===== config.mk =====
export PLATFORM = sky130hd
export DESIGN_NAME = sram_arbiter
export DESIGN_NICKNAME = d
export VERILOG_FILES = /design/src/rtl/sram_arbiter.sv
export SDC_FILE = /design/constraint.sdc
export NUM_CORES = 1
export LEC_CHECK = 0
export CORE_ASPECT_RATIO = 0.5
export CORE_MARGIN = 5
export CORE_UTILIZATION = 42
export DETAILED_ROUTE_END_ITERATION = 12
export PLACE_DENSITY = 0.86
export SLEW_MARGIN = 0
export SYNTH_ARGS = -nofsm -noshare
export SYNTH_HDL_FRONTEND = slang
export SYNTH_SLANG_ARGS = --single-unit

===== constraint.sdc =====
create_clock -name clk -period 4.1 [get_ports clk]
set_clock_uncertainty 0.2 [all_clocks]
set_input_delay 0.615 -clock clk [delete_from_list [all_inputs] [get_ports clk]]
set_output_delay 0.615 -clock clk [all_outputs]
set_load 0.005 [all_outputs]

===== src/rtl/sram_arbiter.sv =====
// sram_arbiter: shares one SRAM-like memory port between the instruction-fetch
// and load/store channels, with one transaction outstanding at a time.
// Data requests win by default. A starvation counter forces a waiting
// instruction fetch through after STARVE_MAX consecutive denials.
//
// Ports:
//   clk, resetn                 clock, asynchronous active-low reset
//   inst_* / data_*             requester channels: req/wr/size/addr/wstrb/wdata
//                               in; addr_ok (combinational on the grant cycle),
//                               data_ok (one-cycle pulse) and rdata out
//   mem_req, mem_wr, mem_size,
//   mem_addr, mem_wstrb,
//   mem_wdata                   memory request, held stable until mem_addr_ok
//   mem_addr_ok, mem_data_ok,
//   mem_rdata                   memory handshakes and response data
//   arb_busy                    high whenever a transaction is in progress
module sram_arbiter #(
    parameter int unsigned STARVE_MAX = 4
) (
    input  logic        clk,
    input  logic        resetn,

    input  logic        inst_req,
    input  logic        inst_wr,
    input  logic [1:0]  inst_size,
    input  logic [31:0] inst_addr,
    input  logic [3:0]  inst_wstrb,
    input  logic [31:0] inst_wdata,
    output logic        inst_addr_ok,
    output logic        inst_data_ok,
    output logic [31:0] inst_rdata,

    input  logic        data_req,
    input  logic        data_wr,
    input  logic [1:0]  data_size,
    input  logic [31:0] data_addr,
    input  logic [3:0]  data_wstrb,
    input  logic [31:0] data_wdata,
    output logic        data_addr_ok,
    output logic        data_data_ok,
    output logic [31:0] data_rdata,

    output logic        mem_req,
    output logic        mem_wr,
    output logic [1:0]  mem_size,
    output logic [31:0] mem_addr,
    output logic [3:0]  mem_wstrb,
    output logic [31:0] mem_wdata,
    input  logic        mem_addr_ok,
    input  logic        mem_data_ok,
    input  logic [31:0] mem_rdata,

    output logic        arb_busy
);

    localparam int unsigned CNT_W  = $clog2(STARVE_MAX + 1);
    localparam int unsigned DATA_W = 32;

    // Request payload latched on grant and replayed to the memory port.
    typedef struct packed {
        logic        wr;
        logic [1:0]  size;
        logic [31:0] addr;
        logic [3:0]  wstrb;
        logic [31:0] wdata;
    } mem_cmd_t;

    typedef enum logic [1:0] {
        IDLE  = 2'd0,
        ISSUE = 2'd1,
        WAIT  = 2'd2,
        RESP  = 2'd3
    } state_t;

    state_t              state_q;
    state_t              state_d;
    logic                grant_inst_c;
    logic                grant_data_c;
    logic                owner_inst_q;
    logic [CNT_W-1:0]    starve_q;
    logic                starved_c;
    mem_cmd_t            inst_cmd_c;
    mem_cmd_t            data_cmd_c;
    mem_cmd_t            cmd_q;
    logic [DATA_W-1:0]   rdata_q;

    assign inst_cmd_c = '{wr: inst_wr, size: inst_size, addr: inst_addr,
                          wstrb: inst_wstrb, wdata: inst_wdata};
    assign data_cmd_c = '{wr: data_wr, size: data_size, addr: data_addr,
                          wstrb: data_wstrb, wdata: data_wdata};

    // Instruction fetch has been denied the maximum number of times in a row.
    assign starved_c = (starve_q == CNT_W'(STARVE_MAX));

    // State register.
    always_ff @(posedge clk or negedge resetn) begin
        if (!resetn) begin
            state_q <= IDLE;
        end else begin
            state_q <= state_d;
        end
    end

    // Next-state and grant decision.
    always_comb begin
        state_d      = state_q;
        grant_inst_c = 1'b0;
        grant_data_c = 1'b0;
        case (state_q)
            IDLE: begin
                if (data_req && !(inst_req && starved_c)) begin
                    grant_data_c = 1'b1;
                end else if (inst_req) begin
                    grant_inst_c = 1'b1;
                end
                if (grant_inst_c || grant_data_c) begin
                    state_d = ISSUE;
                end
            end
            ISSUE: begin
                if (mem_addr_ok) begin
                    state_d = WAIT;
                end
            end
            WAIT: begin
                if (mem_data_ok) begin
                    state_d = RESP;
                end
            end
            RESP: begin
                state_d = IDLE;
            end
            default: begin
                state_d = IDLE;
            end
        endcase
    end

    assign inst_addr_ok = grant_inst_c;
    assign data_addr_ok = grant_data_c;

    // Status outputs registered from the next state so they align with it.
    always_ff @(posedge clk or negedge resetn) begin
        if (!resetn) begin
            mem_req      <= 1'b0;
            arb_busy     <= 1'b0;
            inst_data_ok <= 1'b0;
            data_data_ok <= 1'b0;
        end else begin
            mem_req      <= (state_d == ISSUE);
            arb_busy     <= (state_d != IDLE);
            inst_data_ok <= (state_d == RESP) && owner_inst_q;
            data_data_ok <= (state_d == RESP) && !owner_inst_q;
        end
    end

    // Grant bookkeeping: payload, owner and starvation count.
    always_ff @(posedge clk or negedge resetn) begin
        if (!resetn) begin
            cmd_q        <= '0;
            owner_inst_q <= 1'b0;
            starve_q     <= '0;
        end else if (grant_inst_c || grant_data_c) begin
            cmd_q        <= grant_inst_c ? inst_cmd_c : data_cmd_c;
            owner_inst_q <= grant_inst_c;
            if (grant_data_c && inst_req) begin
                starve_q <= starved_c ? starve_q : starve_q + CNT_W'(1);
            end else begin
                starve_q <= '0;
            end
        end
    end

    // Response capture; the value persists until the next response.
    always_ff @(posedge clk or negedge resetn) begin
        if (!resetn) begin
            rdata_q <= '0;
        end else if ((state_q == WAIT) && mem_data_ok) begin
            rdata_q <= mem_rdata;
        end
    end

    assign mem_wr     = cmd_q.wr;
    assign mem_size   = cmd_q.size;
    assign mem_addr   = cmd_q.addr;
    assign mem_wstrb  = cmd_q.wstrb;
    assign mem_wdata  = cmd_q.wdata;
    assign inst_rdata = rdata_q;
    assign data_rdata = rdata_q;

endmodule


==> metrics.md <==
| Metric | Value |
|---|---|
| Outcome | `completed` |
| Net switching power | `around 2200 µW` |
| Final core utilization | `0.699` |
| Synthesized cell area | `just under 6000 µm²` |
| DP Area | `roughly 8800 µm²` |
| CP arrival | `2.13 ns` |
| Clock buffer depth | `2` |
| Startpoint Class | `primary input` |
| Vias | `approximately 5.6k` |
| DRT Wirelength | `20500 µm` |
| Combinational Power Share | `0.466` |
| Count leader, synth | `dfrtp_1` |
| RSZ-0062 raised after global routing | `no` |
| GRT Residual Overflow | `0` |
| GP Congestion | `around 0.85` |
| CTS tree | `yes` |
| First-pass GRT wire length | `31700 µm` |
| Core Area | `about 14000 µm²` |
| PD cells | `~720 nW/µm²` |
| IO Pins | `approximately 320` |
| # clock sinks | `113` |
| Synth Register Bits | `~110` |
| Fmax | `340 MHz` |
| Post-synthesis async set-or-reset flop share | `1.00` |
| Peak supply drop | `between 0.0004 and 0.0005 V` |
| N_diodes | `0` |
| Die span in y | `93.1 µm` |
| Initial drt markers | `471` |
| Port bufs | `320` |
| HP Class | `in2async` |
| Warnings from Yosys | `0` |
| Sw Ratio | `0.316` |
| Relative slew margins | `0.305` |
| Critical Path RT | `3.28 ns` |
| Post-synthesis cell type count | `34` |
| Vias in the first global route | `~5.7k` |
| Fin nets | `between 900 and 1k` |
| Final ANT Viol Nets | `0` |
| Share of the synthesized area in the top cell type | `0.487` |
| Post-synth EDFFs | `0` |
| Hold Slack | `roughly 0.075 ns` |
| Max-cap violations | `0` |
| Pleak | `around 0.0038 µW` |
| Biggest area consumer among synthesized cells | `dfrtp_1` |
| Die W | `between 150 and 200 µm` |
| Total negative slack | `0 ns` |
| Int Power | `around 4700 µW` |
| Syn_area_per_cell | `about 10 µm²` |
| Fin cells | `1021` |
| Tmin final | `between 2 and 3 ns` |
| Layout overhead on the synthesized area | `63.2%` |
| DRC | `0` |
| Seq pwr share | `0.303` |
| WS Path Type | `in2out` |
| Area of the die | `around 16000 µm²` |
| Layout cells sized above 1 | `0.0627` |
| Post-synth top cells | `dfrtp_1 (113), nand2_1 (74), a221o_1 (71), nor3_1 (71), nor3b_1 (71)` |
| Global Route Usage Sum | `0.242` |
| Final non-filler cell area | `9470 µm²` |
| Post-Syn Nets | `around 740` |
| Endpoints failing hold | `0` |
| Routed WL per cell | `between 20 and 25 µm` |
| Seq/Total Area, Yosys | `0.487` |
| Largest net degree at the start of global routing | `96` |
| Clock-pin slew on the worst setup and hold paths | `0.05 ns` |
| Fin. max-slew vios | `0` |
| First-pass detailed-route iteration total | `5` |
| Initial Utilization | `0.428` |
| Dpl cells | `between 900 and 1k` |
| Period utilization | `0.718` |
| Clk network pwr share | `0.232` |
| Post_cts resized | `0` |
| Clk Tree Root Cell | `clkbuf_16` |
| Final setup violation count | `0` |
| Postcts setup bufs | `0` |
| Clk_lat worst skew | `0.39 ns` |
| FP Rows | `30` |
| Vias/cell | `roughly 5.5` |
| Top cells by area, synth | `dfrtp_1 (49%), a221o_1 (12%), nor3b_1 (9.2%)` |
| HPWL after DPL | `about 14000 µm` |
| Critical path endpoint category | `output pin` |
| Gate Count Post-Synth | `554` |
| Critical Path Fanout Max | `5` |
| CTS H-tree depth | `4` |
| CTS Buf Count | `17` |
| Slew of the pin with the lowest slew margin | `~1.0 ns` |
| Initial antenna violation count | `0` |
| Hold-fix buffers, CTS | `0` |
| Top FF cell, synth | `dfrtp_1` |
==> cell usage in the layout, fill, tap and decap left out, drive strengths merged, types with 4 or more instances in the layout <==
cell type and count:
inv 5, clkinv 5, nor3b 71, nor3 71, mux2 32, nand2 74, clkdlybuf4s50 318, dfrtp 113
o21ai 5, bufinv 4, buf 15, a221o 71, clkbuf 22
==> worst max-delay path: stages <==
cell,delay [ns]
clkdlybuf4s50_1,0.55
a21bo_1,0.26
nand3_2,0.09
inv_2,0.10
clkdlybuf4s50_1,0.51
==> through the flow <==
step / power, µW / worst slack (ns)
after floorplan: 3550 / 2.10
after global placement: 5140 / 1.12
after detailed placement: 5270 / 1.07
after CTS: 6880 / 1.15
after global routing: 7200 / 1.10
final: 6840 / 1.16
==> registers in the layout (all words and copies together) (netlist names), 2 cells and up <==
name and count:
data_rdata 32, mem_addr 32, mem_wdata 32, mem_wstrb 4
starve_q 3, mem_size 2, state_q 2
==> area by class of cell <==
cell class	count	area (µm²)
Clock buffer	22	474
Clock inverter	10	156
Fill cell	985	4080
Inverter	5	18.8
Multi-Input combinational cell	346	2460
Sequential cell	113	2830
Tap cell	192	240
Timing Repair Buffer	333	3290
==> routing by layer <==
| metal | wire length, µm | vias up | GRT usage |
|---|---|---|---|
| met5 | 0 | - | 0 |
| met2 | 10800 | 216 | 0.438 |
| met4 | 560 | 0 | 0.0746 |
| met3 | 1040 | 40 | 0.0497 |
| met1 | 8100 | 2786 | 0.292 |
| li1 | - | 2539 | - |
==> power groups by stage <==
stage	clock network, µW	logic [µW]	registers, µW
6_report	1580	3190	2070
5_1_grt	1660	3400	2150
4_1_cts	1590	3220	2070
3_5_place_dp	0	3210	2060
3_3_place_gp	0	3090	2050
2_1_floorplan	0	1490	2050
==> cell families (layout without fill, tap and decap cells) <==
family | Yosys count | in the layout | synth area share
AO/OA/AOI/OAI | 84 | 84 | 0.138
adder cells (fa/ha/maj) | 2 | 2 | 0.00431
buffers and inverters | 95 | 370 | 0.0937
flip-flops | 113 | 113 | 0.487
multiplexers | 32 | 32 | 0.0621
AND/OR/NAND/NOR | 228 | 228 | 0.215
==> path summary, 6_finish.rpt <==
| kind | slack [ns] | start | cells past startpoint | endpoint |
|---|---|---|---|---|
| max | 1.16 | data_req | 5 | inst_addr_ok |
| min | 0.08 | resetn | 1 | data_rdata[18] |
| max reg2reg | 1.65 | state_q[1] | 4 | mem_addr[19] |
| min reg2reg | 0.28 | owner_inst_q | 1 | data_data_ok |
| max in group asynchronous | 2.68 | resetn | 2 | mem_addr[24] |
| min in group clk | 0.28 | owner_inst_q | 1 | data_data_ok |
No activity file was read; power rests on OpenSTA's default activity.
